<file path="config.mk">
export PLATFORM = sky130hd
export DESIGN_NAME = seq_signed_comparator
export DESIGN_NICKNAME = d
export VERILOG_FILES = /design/src/rtl/scmp_pkg.sv /design/src/rtl/fulladder.sv /design/src/rtl/scmp_digit_slice.sv /design/src/rtl/seq_signed_comparator.sv
export SDC_FILE = /design/constraint.sdc
export NUM_CORES = 1
export LEC_CHECK = 0
export CAP_MARGIN = 20
export CELL_PAD_IN_SITES_DETAIL_PLACEMENT = 1
export CELL_PAD_IN_SITES_GLOBAL_PLACEMENT = 1
export CORE_MARGIN = 5
export CORE_UTILIZATION = 43
export CTS_CLUSTER_DIAMETER = 200
export CTS_CLUSTER_SIZE = 28
export DETAILED_ROUTE_END_ITERATION = 10
export GPL_TIMING_DRIVEN = 0
export PLACE_DENSITY_LB_ADDON = 0.1
export SYNTH_ARGS = -nofsm -noshare
export SYNTH_HDL_FRONTEND = slang
export SYNTH_SLANG_ARGS = --single-unit
</file>
<file path="constraint.sdc">
create_clock -name clk -period 6.1 [get_ports clk]
set_clock_uncertainty 0.15 [all_clocks]
set_input_delay 0.61 -clock clk [delete_from_list [all_inputs] [get_ports clk]]
set_output_delay 0.61 -clock clk [all_outputs]
set_load 0.005 [all_outputs]
</file>
<file path="src/rtl/scmp_pkg.sv">
// Shared types and result logic for the sequential magnitude comparator.
// Optional min/max outputs in the top level are enabled by SCMP_MINMAX_EN.
package scmp_pkg;

  typedef enum logic [1:0] {
    IDLE = 2'd0,
    RUN  = 2'd1,
    DONE = 2'd2
  } state_t;

  typedef struct packed {
    logic gt;
    logic lt;
    logic eq;
  } result_t;

  // Signed less-than is N xor V; unsigned less-than is a borrow (no carry out).
  function automatic result_t calc_result(
    input logic c_out,
    input logic c_msb,
    input logic s_msb,
    input logic zero,
    input logic is_signed
  );
    result_t r;
    logic    lt;
    if (is_signed) begin
      lt = s_msb ^ (c_out ^ c_msb);
    end else begin
      lt = ~c_out;
    end
    r.lt = lt;
    r.eq = zero & ~lt;
    r.gt = ~lt & ~r.eq;
    return r;
  endfunction

endpackage

</file>
<file path="src/rtl/fulladder.sv">
// Single-bit full adder cell.
module fulladder (
  input  logic i_a,
  input  logic i_b,
  input  logic i_cin,
  output logic o_sum,
  output logic o_cout
);

  assign o_sum  = i_a ^ i_b ^ i_cin;
  assign o_cout = (i_a & i_b) | (i_cin & (i_a ^ i_b));

endmodule

</file>
<file path="src/rtl/scmp_digit_slice.sv">
// DIGIT-bit ripple subtractor slice: computes a + ~b + cin.
module scmp_digit_slice #(
  parameter int DIGIT = 1
) (
  input  logic [DIGIT-1:0] i_a,
  input  logic [DIGIT-1:0] i_b,
  input  logic             i_cin,
  output logic [DIGIT-1:0] o_sum,
  output logic             o_cout,
  output logic             o_cmsb
);

  logic [DIGIT:0] w_c;

  assign w_c[0] = i_cin;

  generate
    for (genvar gi = 0; gi < DIGIT; gi++) begin : g_bit
      fulladder u_fa (
        .i_a    (i_a[gi]),
        .i_b    (~i_b[gi]),
        .i_cin  (w_c[gi]),
        .o_sum  (o_sum[gi]),
        .o_cout (w_c[gi+1])
      );
    end
  endgenerate

  assign o_cout = w_c[DIGIT];
  assign o_cmsb = w_c[DIGIT-1];

endmodule

</file>
<file path="src/rtl/seq_signed_comparator.sv">
// Digit-serial signed/unsigned magnitude comparator with start/done handshake.
// Define SCMP_MINMAX_EN to add registered max_out/min_out outputs.
module seq_signed_comparator
  import scmp_pkg::*;
#(
  parameter int WIDTH = 8,
  parameter int DIGIT = 1
) (
  input  logic             clk,
  input  logic             rst_n,
  input  logic             start,
  input  logic [WIDTH-1:0] a,
  input  logic [WIDTH-1:0] b,
  input  logic             is_signed,
  output logic             busy,
  output logic             done,
  output logic             x_gt_y,
  output logic             x_lt_y,
  output logic             x_eq_y
`ifdef SCMP_MINMAX_EN
  ,
  output logic [WIDTH-1:0] max_out,
  output logic [WIDTH-1:0] min_out
`endif
);

  localparam int N     = WIDTH / DIGIT;
  localparam int CNT_W = (N > 1) ? $clog2(N) : 1;
  localparam logic [CNT_W-1:0] LAST = CNT_W'(N - 1);

  generate
    if (WIDTH < 2) begin : g_bad_width
      $error("seq_signed_comparator: WIDTH must be >= 2");
    end
    if ((DIGIT < 1) || (WIDTH % DIGIT != 0)) begin : g_bad_digit
      $error("seq_signed_comparator: WIDTH must be a multiple of DIGIT");
    end
  endgenerate

  state_t           r_state;
  state_t           w_state_next;
  logic [WIDTH-1:0] r_a;
  logic [WIDTH-1:0] r_b;
  logic             r_signed;
  logic             r_carry;
  logic             r_zero;
  logic [CNT_W-1:0] r_cnt;
  logic             r_gt;
  logic             r_lt;
  logic             r_eq;

  logic [DIGIT-1:0] w_a_dig;
  logic [DIGIT-1:0] w_b_dig;
  logic [DIGIT-1:0] w_sum;
  logic             w_cout;
  logic             w_cmsb;
  logic             w_zero_next;
  logic             w_last;
  logic             w_accept;
  result_t          w_res;

  assign w_a_dig     = r_a[int'(r_cnt) * DIGIT +: DIGIT];
  assign w_b_dig     = r_b[int'(r_cnt) * DIGIT +: DIGIT];
  assign w_last      = (r_cnt == LAST);
  assign w_accept    = start && (r_state != RUN);
  assign w_zero_next = r_zero & ~(|w_sum);
  // Only meaningful on the last digit, where slice top-bit carry is c_msb.
  assign w_res       = calc_result(w_cout, w_cmsb, w_sum[DIGIT-1], w_zero_next, r_signed);

  scmp_digit_slice #(.DIGIT(DIGIT)) u_slice (
    .i_a    (w_a_dig),
    .i_b    (w_b_dig),
    .i_cin  (r_carry),
    .o_sum  (w_sum),
    .o_cout (w_cout),
    .o_cmsb (w_cmsb)
  );

  always_ff @(posedge clk or negedge rst_n) begin
    if (!rst_n) begin
      r_state <= IDLE;
    end else begin
      r_state <= w_state_next;
    end
  end

  always_comb begin
    w_state_next = r_state;
    case (r_state)
      IDLE:    if (start) w_state_next = RUN;
      RUN:     if (w_last) w_state_next = DONE;
      DONE:    w_state_next = start ? RUN : IDLE;
      default: w_state_next = IDLE;
    endcase
  end

  always_ff @(posedge clk or negedge rst_n) begin
    if (!rst_n) begin
      r_a      <= '0;
      r_b      <= '0;
      r_signed <= 1'b0;
      r_carry  <= 1'b1;
      r_zero   <= 1'b1;
      r_cnt    <= '0;
      r_gt     <= 1'b0;
      r_lt     <= 1'b0;
      r_eq     <= 1'b0;
    end else if (w_accept) begin
      r_a      <= a;
      r_b      <= b;
      r_signed <= is_signed;
      r_carry  <= 1'b1;
      r_zero   <= 1'b1;
      r_cnt    <= '0;
    end else if (r_state == RUN) begin
      r_carry <= w_cout;
      r_zero  <= w_zero_next;
      r_cnt   <= r_cnt + CNT_W'(1);
      if (w_last) begin
        r_gt <= w_res.gt;
        r_lt <= w_res.lt;
        r_eq <= w_res.eq;
      end
    end
  end

`ifdef SCMP_MINMAX_EN
  logic [WIDTH-1:0] r_max;
  logic [WIDTH-1:0] r_min;

  always_ff @(posedge clk or negedge rst_n) begin
    if (!rst_n) begin
      r_max <= '0;
      r_min <= '0;
    end else if (r_state == RUN && w_last && !w_accept) begin
      r_max <= (w_res.gt | w_res.eq) ? r_a : r_b;
      r_min <= (w_res.gt | w_res.eq) ? r_b : r_a;
    end
  end

  assign max_out = r_max;
  assign min_out = r_min;
`endif

  assign busy   = (r_state == RUN);
  assign done   = (r_state == DONE);
  assign x_gt_y = r_gt;
  assign x_lt_y = r_lt;
  assign x_eq_y = r_eq;

endmodule

</file>
==> results of run 1 <==
-- logic make-up after synthesis --
group | count (synthesis) | share of synthesized area [%]
fa+ha+maj | 4 | 5.317
buf+inv | 9 | 3.579
mux | 23 | 24.64
simple gates | 16 | 6.340
compound gates | 9 | 4.704
flops | 27 | 55.42
-- worst paths after layout --
kind | endpoint | depth (start not counted) | startpoint | slack [ns]
max in group asynchronous | r_carry | 2 | rst_n | 4.67
min in group asynchronous | r_cnt[2] | 1 | rst_n | 0.54
setup reg to reg | x_eq_y | 8 | r_cnt[0] | 3.37
setup / recovery | x_eq_y | 8 | r_cnt[0] | 3.37
hold / removal | r_b[6] | 1 | r_b[6] | 0.37
hold reg to reg | r_b[6] | 1 | r_b[6] | 0.37
-- power breakdown --
| group | switching [mW] | internal, mW | total, mW |
|---|---|---|---|
| logic | 0.161 | 0.207 | 0.368 |
| clock network | 0.0510 | 0.0256 | 0.0766 |
| registers | 0.0545 | 0.272 | 0.326 |
| total | 0.267 | 0.504 | 0.771 |
-- cell type report --
| class | count | area share (%) |
|---|---|---|
| Multi-Input combinational cell | 52 | 32.23 |
| Tap cell | 31 | 2.492 |
| Sequential cell | 27 | 43.57 |
| Timing Repair Buffer | 25 | 17.20 |
| Inverter | 6 | 1.447 |
| Buffer | 3 | 1.367 |
| Clock buffer | 4 | 1.688 |
-- through the flow --
step | cell area (sq um) | std cells | util, % | power (mW)
after floorplan | 1224 | 88 | - | 0.5787
after global placement | 1503 | 143 | 54.97 | 0.6726
after detailed placement | 1530 | 144 | 55.97 | 0.7038
after CTS | 1556 | 148 | 56.93 | 0.7861
after global routing | 1556 | 148 | 56.93 | 0.8453
final | 1556 | 148 | 56.93 | 0.7709
-- synthesized netlist by cell type, types with 2 or more instances --
cell	count
inv_1	6
nand3_1	3
dfstp_2	2
ha_1	2
mux2i_1	2
nor2b_1	2
nand2_1	5
fa_1	2
mux2_2	17
a21oi_1	2
buf_2	2
dfrtp_1	25
mux4_2	4
nor2_1	3
o21ai_0	3
-- layer usage --
metal / track usage, % / part of all wire, % / up-vias
met2: 23.10 / 51 / 15
met4: 5.455 / 1.8 / 0
met5: 0 / 0 / -
li1: - / - / 366
met3: 3.552 / 3.9 / 4
met1: 18.23 / 43 / 385
-- worst max-delay path, cell delays in order (launching register included) --
cell      delay [ns]
dfrtp_1         0.41
buf_6           0.15
mux4_2          0.50
mux2i_1         0.26
inv_1           0.10
fa_1            0.40
nor2b_1         0.15
a211oi_1        0.35
a32o_1          0.22
-- registers in the layout, summed over array words and instances (netlist names), 2 cells and up --
register / flops
r_b: 8
r_a: 8
r_state: 2
r_cnt: 3
==> results.md, run 1 <==
- Worst min-delay path category: flip-flop to flip-flop
- EDFF count, synth: 0
- Register area: 678.2 sq um
- Fmax: 365.8 MHz
- Most frequent cells in the layout: 25 x dfrtp_1, 24 x clkdlybuf4s50_1, 17 x mux2_2, 6 x inv_1, 5 x nand2_1
- Setup crit end kind: flip-flop
- Layout area overhead: 27.20%
- Setup WS post-layout: 3.367 ns
- Die X: 63.35 microns
- Synth area leader: dfrtp_1
- Largest net degree at the start of global routing: 16
- Total Nets Final: approximately 140
- Initial Util: 44.76%
- Detail Placement HPWL: approximately 1.9 mm
- CP Max Fanout: 6
- Worst-skew pair later-pin latency: 0.32 ns
- TritonCTS clock tree: built
- Ant diodes: 0
- DR iter-0 viols: 22
- Min Hold Slack: ~0.37 ns
- CP Launch Type: flip-flop
- # Post-CTS Setup Buffers: 0
- Fraction of registers with async set/reset: 100.0%
- Antenna violations before repair: 0
- Area of the multi-input gates: 501.7 sq um
- Final setup viols: 0
- # fillers: 290
- Residual DRC count: 0
- RePlAce Congestion: about 0.73
- Worst slack at placement: approximately 3.4 ns
- Remaining global-route overflow: 0
- Pwr dens: 495.3 nW/um^2
- Syn. warnings: 0
- Die area: roughly 4000 sq um
- Largest cells by area after synthesis: dfrtp_1 51%, mux2_2 16%, mux4_2 7.4%
- Seq cells post-synth: 27
- Final period utilization: 44.81%
- Crit Path Class: flip-flop to flip-flop
- Placeable Area: between 2000 and 3000 sq um
- Worst slew margin: 53.34%
- Via count: 770
- Cells after Synth: 88
- Vias per inst: 5.203
- Most common cell after layout, fill and taps aside: dfrtp_1
- Vias in the first global route: 897
- Library cells used by synthesis: 23
- Final worst path period need: 2.733 ns
- Peak supply drop: 0.0002721 V
- First-pass GRT wire length: 4.471 mm
- Cell area after synthesis: 1224 sq um
- Top-area cell type share of the netlist area: 51.12%
- Post-synthesis sequential area ratio: 55.42%
- CP Data Arrival Time: 2.86 ns
- CTS root buf: clkbuf_4
- Die Ht: about 63 microns
- WL/cell: 16.63 microns
- Status: finished, final reports clean
- Routed wire length: 2.461 mm
- Required time of the critical path: 6.22 ns
- Clock H-tree levels: 1
- Clk slew on worst S/H paths: approximately 0.14 ns
- Max-Cap Viols: 0
- Num ports: 25
- Clock buffer depth: 2
- Max Slew Vio Count: 0
- Share of layout cells above drive strength 1: approximately a quarter
- Worst slew pin tran: ~0.70 ns
- Number of port buffers: 24
- RSZ-0062 raised after global routing: false
- Hold Buf Count CTS: 0
- CTS resizes: 0
- Synth Flop Type: dfrtp_1
- LEAKAGE: 0.6772 nW
- 1st-pass router iterations: 3
- CTS sink cnt: 27
- Setup TNS: 0 ns
- Inserted Clock Buffers: 3
- Net Count, Synth: 112
- Total GRT Usage: around 14%
- FP Rows: 19
- Final hold viol count: 0
- Post-route antenna net violation count: 0
- Synth Area per Inst: 13.91 sq um
No activity file was read; power rests on OpenSTA's default activity.
==> run 2, diff against run 1 <==
Settings changed: CORE_UTILIZATION 43 to 40.
Clock period 6.1 ns to 2.9 ns, I/O delays scaled along.
==> run 2 against run 1 <==
Final area rose by 0.48%. Register-to-register slack got worse by 3.0 ns. Sequential power rose by 110%. Worst setup slack got worse by 3.0 ns. Total power rose by 110%. Critical path type unchanged. Global-route usage fell by 1.5 points.
==> results.md, run 2 (synthesized netlist as in run 1, its figures left out) <==
- Status: finished, final reports clean
- Clk slew on worst S/H paths: 0.15 ns (about the same)
- Die Ht: 65.31 microns (+3.1%)
- Internal power: 1.062 mW (+110%)
- Pwr dens: 1028 nW/um^2 (+110%)
- Flop pwr share: 42.8% (+0.5 points)
- CP Data Arrival Time: 2.70 ns (-0.16 ns)
- Required time of the critical path: 3.02 ns (-3.20 ns)
- Worst-skew pair later-pin latency: 0.32 ns (about the same)
- First-pass GRT wire length: 4.174 mm (-6.6%)
- Switching Power: 546.5 uW (+110%)
- Worst slew margin: 67.63% (+14 points)
- CTS root buf: clkbuf_4
- Setup TNS: 0 ns (unchanged)
- Max Slew Vio Count: 0 (unchanged)
- Max incr delay on CP: 0.50 ns (about the same)
- Vias per inst: 5.160 (-0.82%)
- Total GRT Usage: 12.75% (-1.5 points)
- Final worst path period need: 2.581 ns (-0.1523 ns)
- Inserted Clock Buffers: 3 (unchanged)
- Largest delay share family, worst path: multiplexers
- Final period utilization: 89.00% (+44 points)
- WL/cell: 15.65 microns (-5.9%)
- Remaining global-route overflow: 0 (unchanged)
- CP Max Fanout: 6 (unchanged)
- Die X: 65.31 microns (+3.1%)
- Die area: 4265 sq um (+6.3%)
- Share of layout cells above drive strength 1: 27.35% (+0.85 points)
- Largest net degree at the start of global routing: 21 (+5)
- LEAKAGE: 0.6782 nW (+0.15%)
- Num ports: 25 (unchanged)
- Clock buffer depth: 2 (unchanged)
- 1st-pass router iterations: 3 (unchanged)
- Setup crit end kind: flip-flop
- Vias in the first global route: 872 (-2.8%)
- Max-Cap Viols: 0 (unchanged)
- Post-route antenna net violation count: 0 (unchanged)
- Worst min-delay path category: input pin to asynchronous set/reset pin
- Final hold viol count: 0 (unchanged)
- TritonCTS clock tree: built
- Final setup viols: 0 (unchanged)
- CP Launch Type: flip-flop
- Clock power frac: 10.3% (+0.4 points)
- FP Rows: 20 (+1)
- Antenna violations before repair: 0 (unchanged)
- Most common cell after layout, fill and taps aside: dfrtp_1
- Comb pwr share: 46.9% (-0.9 points)
- Layout area overhead: 27.81%
- Biggest regs: r_a x8, r_b x8, r_cnt x3
- Pwr Total: 1.608 mW (+110%)
- Total Nets Final: 142 (unchanged)
- Via count: 774 (+0.52%)
- Sw frac: 33.98% (-0.60 points)
- Detail Placement HPWL: 1.853 mm (-3.2%)
- Routed wire length: 2.347 mm (-4.6%)
- Worst slew pin tran: 0.4841 ns (-0.2136 ns)
- Crit Path Class: flip-flop to flip-flop
- Number of port buffers: 24 (unchanged)
- Residual DRC count: 0 (unchanged)
- Fmax: 387.4 MHz (+5.9%)
- CTS sink cnt: 27 (unchanged)
- Worst-path cell chain: buf_6, mux4_2, mux2i_1, inv_1, fa_1, nor2b_1, a211oi_2, a32o_1
- Layout Utilization: 52.08% (-4.9 points)
- Initial Util: 40.75% (-4.0 points)
- Worst Path Buf+Inv: 2 (unchanged)
- RePlAce Congestion: 0.7030 (-3.8%)
- Ant diodes: 0 (unchanged)
- Critical Path Slowest Stage Cell: mux4_2
- Placeable Area: 3003 sq um (+9.8%)
- Most frequent cells in the layout: 25 x dfrtp_1, 24 x clkdlybuf4s50_1, 17 x mux2_2, 6 x inv_1, 5 x nand2_1
- DR iter-0 viols: 27 (+23%)
- RSZ-0062 raised after global routing: false
- Hold Buf Count CTS: 0 (unchanged)
- Peak supply drop: 0.0004197 V (+54%)
- Clock H-tree levels: 1 (unchanged)
run 2: cell counts in the layout (fill, tap and decap cells not counted):
Identical to the previous run, type by type.
run 2: final cells by class:
type | count | area (sq um)
fillers | 316 | 1439
flip-flops and latches | 27 | 678.2
multi-input cells | 52 | 506.7
repair buffers | 25 | 267.8
well taps | 33 | 41.29
clock buffers | 4 | 26.28
inverters | 6 | 22.52
plain buffers | 3 | 21.27
run 2: repair_timing:
item | 4_1_cts | 5_1_grt
endpoints found under the setup margin | 0 | 1
setup buffers | 0 | 0
resized for setup | 0 | 1
run 2: final timing paths:
| path | start | endpoint | slack, ns | cells past startpoint |
|---|---|---|---|---|
| max | r_cnt[0] | x_eq_y | 0.32 | 8 |
| min | rst_n | x_lt_y | 0.12 | 1 |
| max reg2reg | r_cnt[0] | x_eq_y | 0.32 | 8 |
| min reg2reg | x_gt_y | x_gt_y | 0.37 | 1 |
| max in group asynchronous | rst_n | r_carry | 1.93 | 2 |
| min in group clk | x_gt_y | x_gt_y | 0.37 | 1 |
run 2: power groups by stage:
stage               sequential [mW]  clock, mW  combinational [mW]
floorplan                     0.660          0               0.558
global placement              0.689          0               0.729
detailed placement            0.700          0               0.758
CTS                           0.690      0.175               0.762
global route                  0.717      0.186               0.845
finish                        0.688      0.166               0.754
run 2: metrics by stage:
stage / hold slack [ns] / worst slack [ns] / instance area (sq um) / std cells
floorplan: -0.1556 / 0.5066 / 1224 / 88
global placement: 0.3260 / 0.2441 / 1505 / 145
detailed placement: 0.3432 / 0.1912 / 1533 / 146
CTS: 0.1295 / 0.1591 / 1559 / 150
global route: 0.1441 / 0.1461 / 1564 / 150
finish: 0.1201 / 0.3190 / 1564 / 150
run 2: routing by layer:
metal	vias up	part of all wire, %	wire [microns]	track usage (%)
li1	366	-	-	-
met1	391	44	1041	16.72
met2	15	51	1203	21.11
met3	2	3.7	87	2.735
met4	0	0.64	15	3.886
met5	-	0	0	0
